### src/rtl/alu_pkg.sv
// Shared ALU encodings, FSM state type and the funct/ALUOp decoder used by the
// ALU issue arbiter.
package alu_pkg;

  localparam logic [2:0] ALU_ADD = 3'd0;
  localparam logic [2:0] ALU_SUB = 3'd1;
  localparam logic [2:0] ALU_MUL = 3'd2;
  localparam logic [2:0] ALU_AND = 3'd3;
  localparam logic [2:0] ALU_OR  = 3'd4;

  localparam logic [5:0] F_ADD = 6'b100000;
  localparam logic [5:0] F_SUB = 6'b100010;
  localparam logic [5:0] F_MUL = 6'b011000;
  localparam logic [5:0] F_AND = 6'b100100;
  localparam logic [5:0] F_OR  = 6'b100101;

  localparam logic [1:0] ALUOP_RTYPE = 2'b00;
  localparam logic [1:0] ALUOP_MEM   = 2'b01;

  typedef enum logic {IDLE, BUSY_MUL} state_e;

  // Unknown funct values and the branch/immediate ALUOps fall back to ADD.
  function automatic logic [2:0] alu_decode(input logic [5:0] funct,
                                            input logic [1:0] aluop);
    logic [2:0] code;
    code = ALU_ADD;
    case (aluop)
      ALUOP_RTYPE: begin
        case (funct)
          F_ADD:   code = ALU_ADD;
          F_SUB:   code = ALU_SUB;
          F_MUL:   code = ALU_MUL;
          F_AND:   code = ALU_AND;
          F_OR:    code = ALU_OR;
          default: code = ALU_ADD;
        endcase
      end
      ALUOP_MEM: code = ALU_ADD;
      default:   code = ALU_ADD;
    endcase
    return code;
  endfunction

endpackage

### src/rtl/alu_issue_arbiter_if.sv
// Request/issue bundle between the two requesters, the arbiter and the ALU.
interface alu_issue_arbiter_if;
  logic       req0_valid_i;
  logic [5:0] req0_funct_i;
  logic [1:0] req0_aluop_i;
  logic       req0_ready_o;
  logic       req1_valid_i;
  logic [5:0] req1_funct_i;
  logic [1:0] req1_aluop_i;
  logic       req1_ready_o;
  logic [2:0] alu_ctrl_o;
  logic       alu_en_o;
  logic       alu_src_sel_o;
  logic       done_valid_o;
  logic       done_id_o;
  logic       busy_o;

  modport slave (
    input  req0_valid_i, req0_funct_i, req0_aluop_i,
    input  req1_valid_i, req1_funct_i, req1_aluop_i,
    output req0_ready_o, req1_ready_o,
    output alu_ctrl_o, alu_en_o, alu_src_sel_o,
    output done_valid_o, done_id_o, busy_o
  );

  modport master (
    output req0_valid_i, req0_funct_i, req0_aluop_i,
    output req1_valid_i, req1_funct_i, req1_aluop_i,
    input  req0_ready_o, req1_ready_o,
    input  alu_ctrl_o, alu_en_o, alu_src_sel_o,
    input  done_valid_o, done_id_o, busy_o
  );
endinterface

### src/rtl/alu_rr_pick2.sv
// Two-input round-robin picker: on contention the requester that did not win
// last time is granted; ready is only raised when the picker is enabled.
module alu_rr_pick2 (
  input  logic [1:0] valid,
  input  logic       rr_last,
  input  logic       en,
  output logic [1:0] ready,
  output logic       gnt_id
);

  always_comb begin
    gnt_id = 1'b0;
    if (valid == 2'b11) begin
      gnt_id = ~rr_last;
    end else if (valid[1]) begin
      gnt_id = 1'b1;
    end
    ready = 2'b00;
    if (en && valid[gnt_id]) begin
      ready[gnt_id] = 1'b1;
    end
  end

endmodule

### src/rtl/alu_issue_arbiter.sv
// Shares one ALU between two requesters: round-robin issue, funct/ALUOp decode,
// multi-cycle MUL occupancy and per-requester completion pulses.
module alu_issue_arbiter
  import alu_pkg::*;
#(
  parameter int MUL_LAT = 4,
  parameter int CNT_W   = 4
) (
  input  logic                clk_i,
  input  logic                rst_i,
  alu_issue_arbiter_if.slave  bus
);

  localparam logic [CNT_W-1:0] CNT_INIT = CNT_W'(MUL_LAT - 1);
  localparam logic [CNT_W-1:0] CNT_ONE  = CNT_W'(1);

  state_e           state_q, state_d;
  logic [CNT_W-1:0] cnt_q, cnt_d;
  logic             rr_last_q, rr_last_d;
  logic [2:0]       ctrl_q, ctrl_d;
  logic             en_q, en_d;
  logic             src_q, src_d;
  logic             dv_q, dv_d;
  logic             did_q, did_d;

  logic [2:0] code0, code1, code_sel;
  logic [1:0] ready;
  logic       gnt_id;
  logic       idle;
  logic       hs;

  assign code0    = alu_decode(bus.req0_funct_i, bus.req0_aluop_i);
  assign code1    = alu_decode(bus.req1_funct_i, bus.req1_aluop_i);
  assign idle     = (state_q == IDLE);
  assign code_sel = gnt_id ? code1 : code0;
  assign hs       = |ready;

  alu_rr_pick2 u_pick (
    .valid   ({bus.req1_valid_i, bus.req0_valid_i}),
    .rr_last (rr_last_q),
    .en      (idle),
    .ready   (ready),
    .gnt_id  (gnt_id)
  );

  always_comb begin
    state_d   = state_q;
    cnt_d     = cnt_q;
    rr_last_d = rr_last_q;
    ctrl_d    = ctrl_q;
    en_d      = 1'b0;
    src_d     = src_q;
    dv_d      = 1'b0;
    did_d     = did_q;
    case (state_q)
      IDLE: begin
        if (hs) begin
          rr_last_d = gnt_id;
          ctrl_d    = code_sel;
          src_d     = gnt_id;
          did_d     = gnt_id;
          en_d      = 1'b1;
          if (code_sel == ALU_MUL) begin
            state_d = BUSY_MUL;
            cnt_d   = CNT_INIT;
          end else begin
            dv_d = 1'b1;
          end
        end
      end
      BUSY_MUL: begin
        // Done is registered one cycle ahead so it lands in the counter==0 cycle.
        if (cnt_q == '0) begin
          state_d = IDLE;
        end else begin
          cnt_d = cnt_q - CNT_ONE;
          en_d  = 1'b1;
          dv_d  = (cnt_q == CNT_ONE);
        end
      end
      default: state_d = IDLE;
    endcase
  end

  always_ff @(posedge clk_i or negedge rst_i) begin
    if (!rst_i) begin
      state_q   <= IDLE;
      cnt_q     <= '0;
      rr_last_q <= 1'b1;
      ctrl_q    <= ALU_ADD;
      en_q      <= 1'b0;
      src_q     <= 1'b0;
      dv_q      <= 1'b0;
      did_q     <= 1'b0;
    end else begin
      state_q   <= state_d;
      cnt_q     <= cnt_d;
      rr_last_q <= rr_last_d;
      ctrl_q    <= ctrl_d;
      en_q      <= en_d;
      src_q     <= src_d;
      dv_q      <= dv_d;
      did_q     <= did_d;
    end
  end

  assign bus.req0_ready_o  = ready[0];
  assign bus.req1_ready_o  = ready[1];
  assign bus.alu_ctrl_o    = ctrl_q;
  assign bus.alu_en_o      = en_q;
  assign bus.alu_src_sel_o = src_q;
  assign bus.done_valid_o  = dv_q;
  assign bus.done_id_o     = did_q;
  assign bus.busy_o        = (state_q == BUSY_MUL);

endmodule

### src/flat_wrapper.sv
// flat-port wrapper written by rule: the top's interface ports become plain ports
module alu_issue_arbiter_flat import alu_pkg::*;
#(
  parameter int MUL_LAT = 4,
  parameter int CNT_W   = 4
)
  (clk_i, rst_i, bus_req0_valid_i, bus_req0_funct_i, bus_req0_aluop_i, bus_req1_valid_i, bus_req1_funct_i, bus_req1_aluop_i, bus_req0_ready_o, bus_req1_ready_o, bus_alu_ctrl_o, bus_alu_en_o, bus_alu_src_sel_o, bus_done_valid_o, bus_done_id_o, bus_busy_o);
  alu_issue_arbiter_if bus_i ();
  input  logic clk_i;
  input  logic rst_i;
  input wire logic [$bits(bus_i.req0_valid_i)-1:0] bus_req0_valid_i;
  input wire logic [$bits(bus_i.req0_funct_i)-1:0] bus_req0_funct_i;
  input wire logic [$bits(bus_i.req0_aluop_i)-1:0] bus_req0_aluop_i;
  input wire logic [$bits(bus_i.req1_valid_i)-1:0] bus_req1_valid_i;
  input wire logic [$bits(bus_i.req1_funct_i)-1:0] bus_req1_funct_i;
  input wire logic [$bits(bus_i.req1_aluop_i)-1:0] bus_req1_aluop_i;
  output wire logic [$bits(bus_i.req0_ready_o)-1:0] bus_req0_ready_o;
  output wire logic [$bits(bus_i.req1_ready_o)-1:0] bus_req1_ready_o;
  output wire logic [$bits(bus_i.alu_ctrl_o)-1:0] bus_alu_ctrl_o;
  output wire logic [$bits(bus_i.alu_en_o)-1:0] bus_alu_en_o;
  output wire logic [$bits(bus_i.alu_src_sel_o)-1:0] bus_alu_src_sel_o;
  output wire logic [$bits(bus_i.done_valid_o)-1:0] bus_done_valid_o;
  output wire logic [$bits(bus_i.done_id_o)-1:0] bus_done_id_o;
  output wire logic [$bits(bus_i.busy_o)-1:0] bus_busy_o;
  assign bus_i.req0_valid_i = bus_req0_valid_i;
  assign bus_i.req0_funct_i = bus_req0_funct_i;
  assign bus_i.req0_aluop_i = bus_req0_aluop_i;
  assign bus_i.req1_valid_i = bus_req1_valid_i;
  assign bus_i.req1_funct_i = bus_req1_funct_i;
  assign bus_i.req1_aluop_i = bus_req1_aluop_i;
  assign bus_req0_ready_o = bus_i.req0_ready_o;
  assign bus_req1_ready_o = bus_i.req1_ready_o;
  assign bus_alu_ctrl_o = bus_i.alu_ctrl_o;
  assign bus_alu_en_o = bus_i.alu_en_o;
  assign bus_alu_src_sel_o = bus_i.alu_src_sel_o;
  assign bus_done_valid_o = bus_i.done_valid_o;
  assign bus_done_id_o = bus_i.done_id_o;
  assign bus_busy_o = bus_i.busy_o;
  alu_issue_arbiter #(.MUL_LAT(MUL_LAT), .CNT_W(CNT_W)) u_core (.clk_i(clk_i), .rst_i(rst_i), .bus(bus_i));
endmodule
### config.mk
export PLATFORM = sky130hd
export DESIGN_NAME = alu_issue_arbiter_flat
export DESIGN_NICKNAME = d
export VERILOG_FILES = /design/src/rtl/alu_pkg.sv /design/src/rtl/alu_issue_arbiter_if.sv /design/src/rtl/alu_rr_pick2.sv /design/src/rtl/alu_issue_arbiter.sv /design/src/flat_wrapper.sv
export SDC_FILE = /design/constraint.sdc
export NUM_CORES = 1
export LEC_CHECK = 0
export CAP_MARGIN = 15
export CELL_PAD_IN_SITES_DETAIL_PLACEMENT = 1
export CELL_PAD_IN_SITES_GLOBAL_PLACEMENT = 1
export CORE_UTILIZATION = 46
export CTS_BUF_LIST = sky130_fd_sc_hd__clkbuf_4 sky130_fd_sc_hd__clkbuf_8
export DETAILED_ROUTE_END_ITERATION = 16
export DONT_BUFFER_PORTS = 1
export GPL_ROUTABILITY_DRIVEN = 0
export PLACE_DENSITY = 0.88
export SETUP_SLACK_MARGIN = 0.05
export SYNTH_ARGS = -nofsm -noshare
export SYNTH_HDL_FRONTEND = slang
export SYNTH_HIERARCHICAL = 1
export SYNTH_SLANG_ARGS = --single-unit
### constraint.sdc
create_clock -name clk_i -period 2.4 [get_ports clk_i]
set_input_delay 0.24 -clock clk_i [delete_from_list [all_inputs] [get_ports clk_i]]
set_output_delay 0.24 -clock clk_i [all_outputs]
set_load 0.005 [all_outputs]
==> metrics.yaml, run 1 <==
clocking:
  clk-insertion-delay-late_ps: 280
  htree_levels: 1
  clkSinkCount: 12
  root_buffer: "clkbuf_4"
  cts-buffers-inserted: 3
  cts_setup_buffers: 0
  cts.clk_slew.worst_paths_ps: 70
  cts_tree: "built"
  cts_buffer_depth: 2
synthesis:
  synthesis.area_um2: 763
  syn_area_per_cell_um2: 9.09
  yosys_warnings: 6
  async_flop_share_pct: 100
  synth_top_cell_by_area: "dfrtp_1"
  synth-seq-cells: 12
  synth_cells: 84
  ys.flop_type: "dfrtp_1"
  ys_seq_area_share_pct: 39.5
  synth_most_common_cell: "nand2_1"
  synthDominantCellAreaShare_pct: 36.1
  syn_nets: 106
  synth_commonest_cells: "13 x nand2_1, 11 x dfrtp_1, 6 x nor2_1, 5 x inv_1"
  synth_edf_count: 0
  yosysUniqueCellTypes: 36
  synth.area.top_cells: "dfrtp_1 36%, nand2_1 6.4%, dfstp_2 3.4%"
cells_and_area:
  final_area_um2: 832
  layoutNonFillerInstCount: 105
  multiInputGateArea_um2: 430
  final-seq-area_um2: 302
  n_antenna_cell: 0
  nFillCells: 183
  drive_above_1_share_pct: 16.9
  nets: 112
  syn_to_final_growth_pct: 9.02
timing:
  slew_viol_final: 0
  hold_violations: 0
  worst_slack_ps: 408
  setup_tns_ps: 0
  max_slew.worst_pin.slew_ps: 537
  fmax_mhz: 502
  post-route-period-util_pct: 83.0
  min_period_ps: 1990
  setup_violations: 0
  skew_ps: 0.244
  relSlewSlack_pct: 64.1
  rsz0062_at_grt: "false"
floorplanning:
  die_h_um: 42.7
  fp-row-count: 14
  ioPinCount: 30
  core_um2: 1520
  fp.dieArea_um2: 1830
  die_w_um: 42.7
  initial_core_util_pct: 50.1
setup_path:
  regToRegEndpoint: "u_core/cnt_q[3]$_DFFE_PN0P_"
  r2r_cells: 6
  setup.worst_path.start: "u_core/rr_last_q$_DFFE_PN1P_"
  ff2ff_setup_slack_ps: 410
  setup.worst_path.start_class: "register"
  reg2reg_from: "u_core/rr_last_q$_DFFE_PN1P_"
  cp_max_fo: 6
  cp-endpoint: "u_core/cnt_q[3]$_DFFE_PN0P_"
  crit_type: "register to register"
  worstPathArrival_ps: 2170
  cp.required_ps: 2570
  worstSetupEndpointType: "register"
pwr:
  power.total_mw: 0.627
  p_leak_nw: 0.376
  powerDensity_nw_per_um2: 754
  vdd_drop_max_mv: 0.346
drt:
  ant_nets: 0
  routedWlPerCell_um: 19.3
  wirelength_mm: 2.02
  drt-pass1-iter-count: 4
  drc: 0
  drt-vias-per-instance: 6.50
  drt_iter0_markers: 5
  dr_total_vias: 683
grt:
  antenna_found_initial: 0
  track_usage_pct: 25.0
  grt_pass1_vias: 761
  grt_pass1_wl_mm: 3.26
  gr-total-overflow: 0
  grt_max_degree: 13
min_path:
  hp-class: "primary input to register"
  hold_start: "bus_req0_valid_i"
placed_design:
  io_buffers: 0
  pre_cts_ws_ps: 435
  dp.cells: 100
  dpl_cell_area_um2: 786
  dp_hpwl_mm: 1.65
outcome:
  run_status: "finished clean"
job:
  drv_cap: 0
worst max-delay path: stages, from the launching register on:
cell	delay, ps
dfstp_2	390
a21boi_2	240
or4b_4	510
a211oi_2	240
and2b_4	200
o21ai_0	120
o2111a_1	190
metrics by stage:
| stage | util (%) | hold WS (ps) |
|---|---|---|
| 2_1_floorplan | - | -55.6 |
| 3_3_place_gp | 51.6 | -55.2 |
| 3_5_place_dp | 51.6 | -55.3 |
| 4_1_cts | 54.6 | 176 |
| 5_1_grt | 54.6 | 188 |
| 6_report | 54.6 | 185 |
logic make-up (layout without fill, tap and decap cells):
family	Yosys count	in the layout	share of synthesized area, %
XOR/XNOR	2	2	2.30
AND/OR/NAND/NOR	44	44	33.0
flip-flops	12	12	39.5
buffers and inverters	7	12	4.10
adder cells (fa/ha/maj)	2	2	3.28
AO/OA/AOI/OAI	17	17	17.9
power breakdown:
| group | leakage (nW) | switching [mW] | internal (mW) | total [mW] |
|---|---|---|---|---|
| registers | 0.150 | 0.0359 | 0.244 | 0.280 |
| clock network | 0.0210 | 0.0709 | 0.0925 | 0.163 |
| logic | 0.205 | 0.106 | 0.0768 | 0.183 |
flip-flops by register name, summed over array words and instances, names as in the netlist:
name and count:
u_core/bus.busy_o 1, u_core/bus.done_valid_o 1, u_core/rr_last_q 1, u_core/bus.alu_en_o 1, u_core/bus.done_id_o 1, u_core/cnt_q 4
u_core/bus.alu_ctrl_o 3
layer usage:
| metal | vias to the layer above | part of all wire [%] | track usage [%] |
|---|---|---|---|
| li1 | 313 | - | - |
| met1 | 341 | 38 | 24.0 |
| met2 | 21 | 53 | 43.9 |
| met3 | 8 | 5.7 | 8.94 |
| met4 | 0 | 3.2 | 16.9 |
| met5 | - | 0 | 0 |
area by class of cell:
class,count,area share (%)
clock buffer,4,4.36
tap,16,2.41
multi-input combinational,65,51.7
timing repair buffer,3,3.01
inverter,5,2.26
sequential,12,36.2
cells in the final DEF (no fill, tap or decap), types with 2 or more instances in the layout:
cell	instances
nand2_1	13
dfrtp_1	11
nor2_1	6
inv_1	5
nor4_1	4
o21ai_0	4
nor3_1	4
clkbuf_4	3
nand3_1	3
buf_4	2
nand2b_1	2
xnor2_1	2
or4bb_1	2
nor4bb_1	2
a21oi_1	2
ha_1	2
repair_timing:
item                                   CTS  global route
hold buffers                             1             0
gates resized for setup                  0             0
endpoints found under the hold margin   12             0
how the worst min path moves through the flow:
stage | to | cells past startpoint | slack (ps)
2_1_floorplan | u_core/bus.alu_ctrl_o[0]$_DFFE_PN0P_ | 0 | -60
3_3_place_gp | u_core/bus.done_valid_o$_DFF_PN0_ | 0 | -60
3_5_place_dp | u_core/bus.done_valid_o$_DFF_PN0_ | 0 | -60
4_1_cts | u_core/rr_last_q$_DFFE_PN1P_ | 3 | 180
5_1_grt | u_core/rr_last_q$_DFFE_PN1P_ | 3 | 190
6_report | u_core/rr_last_q$_DFFE_PN1P_ | 3 | 190
No activity file was read; power rests on OpenSTA's default activity.
==> run 2, diff against run 1 <==
clock period = 2.1 ns   (was 2.4 ns; I/O delays follow)
==> metrics.yaml, run 2 (synthesis gave the netlist of run 1 again) <==
clocking:
  cts_setup_buffers: 0  # unchanged
  cts_tree: "built"  # unchanged
  htree_levels: 1  # unchanged
  root_buffer: "clkbuf_4"  # unchanged
  cts_buffer_depth: 2  # unchanged
  clkSinkCount: 12  # unchanged
  clk-insertion-delay-late_ps: 270  # was 280 ps
  cts.clk_slew.worst_paths_ps: 70  # about the same
  cts-buffers-inserted: 3  # unchanged
grt:
  gr-total-overflow: 0  # unchanged
  track_usage_pct: 22.6  # was 25.0%
  antenna_found_initial: 0  # unchanged
  grt_max_degree: 13  # unchanged
  grt_pass1_wl_mm: 3.12  # was 3.26 mm
  grt_pass1_vias: 756  # was 761
drt:
  wirelength_mm: 1.81  # was 2.02 mm
  drt_iter0_markers: 8  # was 5
  ant_nets: 0  # unchanged
  drt-vias-per-instance: 6.36  # was 6.50
  drt-pass1-iter-count: 4  # unchanged
  drc: 0  # unchanged
  dr_total_vias: 668  # was 683
  routedWlPerCell_um: 17.2  # was 19.3 µm
cells_and_area:
  nets: 112  # unchanged
  syn_to_final_growth_pct: 10.0  # was 9.02%
  drive_above_1_share_pct: 16.9  # unchanged
  final_common_cell: "nand2_1"  # unchanged
  n_antenna_cell: 0  # unchanged
  multiInputGateArea_um2: 438  # was 430 µm²
  final-seq-area_um2: 302  # unchanged
  largest_reg_flops: 4  # unchanged
  nFillCells: 176  # was 183
  top_register: "u_core/cnt_q"  # unchanged
  mostFrequentLayoutCells: "13 x nand2_1, 11 x dfrtp_1, 6 x nor2_1"  # unchanged
pwr:
  vdd_drop_max_mv: 0.610  # was 0.346 mV
  p_leak_nw: 0.381  # was 0.376 nW
  powerDensity_nw_per_um2: 830  # was 754 nW/µm²
timing:
  setup_tns_ps: 0  # unchanged
  setup_violations: 0  # unchanged
  slew_viol_final: 0  # unchanged
  post-route-period-util_pct: 92.5  # was 83.0%
  fmax_mhz: 515  # was 502 MHz
  hold_violations: 0  # unchanged
  skew_ps: 1.30  # was 0.244 ps
  rsz0062_at_grt: "false"  # unchanged
  relSlewSlack_pct: 64.4  # was 64.1%
  min_period_ps: 1940  # was 1990 ps
  worst_slack_ps: 157  # was 408 ps
  max_slew.worst_pin.slew_ps: 532  # was 537 ps
floorplanning:
  fp-row-count: 14  # unchanged
  die_w_um: 42.7  # unchanged
  core_um2: 1520  # unchanged
  fp.dieArea_um2: 1830  # unchanged
  initial_core_util_pct: 50.1  # unchanged
  ioPinCount: 30  # unchanged
  die_h_um: 42.7  # unchanged
setup_path:
  setup.worst_path.start_class: "register"  # unchanged
  crit_type: "register to register"  # unchanged
  cp.required_ps: 2260  # was 2570 ps
  worstSetupEndpointType: "register"  # unchanged
  cp_max_fo: 6  # unchanged
  worstPathArrival_ps: 2100  # was 2170 ps
placed_design:
  io_buffers: 0  # unchanged
  dp_hpwl_mm: 1.47  # was 1.65 mm
  pre_cts_ws_ps: 126  # was 435 ps
outcome:
  run_status: "finished clean"  # unchanged
job:
  drv_cap: 0  # unchanged
min_path:
  hp-class: "primary input to register"  # unchanged
## run 2: changes by cell type in the layout (fill, tap and decap cells not counted)
| cell | previous run | this run |
|---|---|---|
| a21boi_4 | 0 | 1 |
| a21boi_2 | 1 | 0 |
## run 2: layer usage
metal  track usage (%)  vias up  part of all wire, %
li1                  -      313                    -
met1              26.4      328                   43
met2              40.6       25                   52
met3              7.23        2                  5.1
met4              3.75        0                 0.22
met5                 0        -                    0
## run 2: critical path, stage by stage, from the launching register on
cell and delay [ps]:
dfstp_2 390, a21boi_4 180, or4b_4 500, a211oi_2 250, and2b_4 200, o21ai_0 120, o2111a_1 180
## run 2: final cells by class
type                       instances  share of cell area (%)
clock buffer                       4                    4.32
multi-input combinational         65                    52.2
tap                               16                    2.38
sequential                        12                    35.9
inverter                           5                    2.24
timing repair buffer               3                    2.98
## run 2: worst paths after layout
kind                                                    from                                end  slack [ps]  cells past startpoint
worst max-delay path            u_core/rr_last_q$_DFFE_PN1P_        u_core/cnt_q[3]$_DFFE_PN0P_         160                      6
worst min-delay path                        bus_req0_valid_i       u_core/rr_last_q$_DFFE_PN1P_         120                      3
worst max register to register  u_core/rr_last_q$_DFFE_PN1P_        u_core/cnt_q[3]$_DFFE_PN0P_         160                      6
worst min register to register  u_core/rr_last_q$_DFFE_PN1P_       u_core/rr_last_q$_DFFE_PN1P_         490                      2
max in group asynchronous                              rst_i       u_core/rr_last_q$_DFFE_PN1P_        1380                      1
min in group asynchronous                              rst_i  u_core/bus.done_valid_o$_DFF_PN0_         350                      1
## run 2: power breakdown
group	leakage, nW	internal, mW	switching, mW
clock	0.0210	0.105	0.0755
sequential	0.150	0.279	0.0409
combinational	0.210	0.0861	0.110
## run 2: per-stage QoR
step | cell area, µm² | total power [mW] | utilization, % | hold slack (ps) | std cells
floorplan | 763 | 0.469 | - | -85.6 | 84
global placement | 786 | 0.500 | 51.6 | -85.2 | 100
detailed placement | 786 | 0.513 | 51.6 | -85.3 | 100
CTS | 832 | 0.701 | 54.6 | 138 | 105
global route | 840 | 0.755 | 55.1 | 126 | 105
finish | 840 | 0.697 | 55.1 | 124 | 105
## run 2: timing repair
item | 4_1_cts | 5_1_grt
endpoints found under the setup margin | 0 | 2
hold buffers | 1 | 0
resized for setup | 0 | 1
hold endpoints to repair | 12 | 0
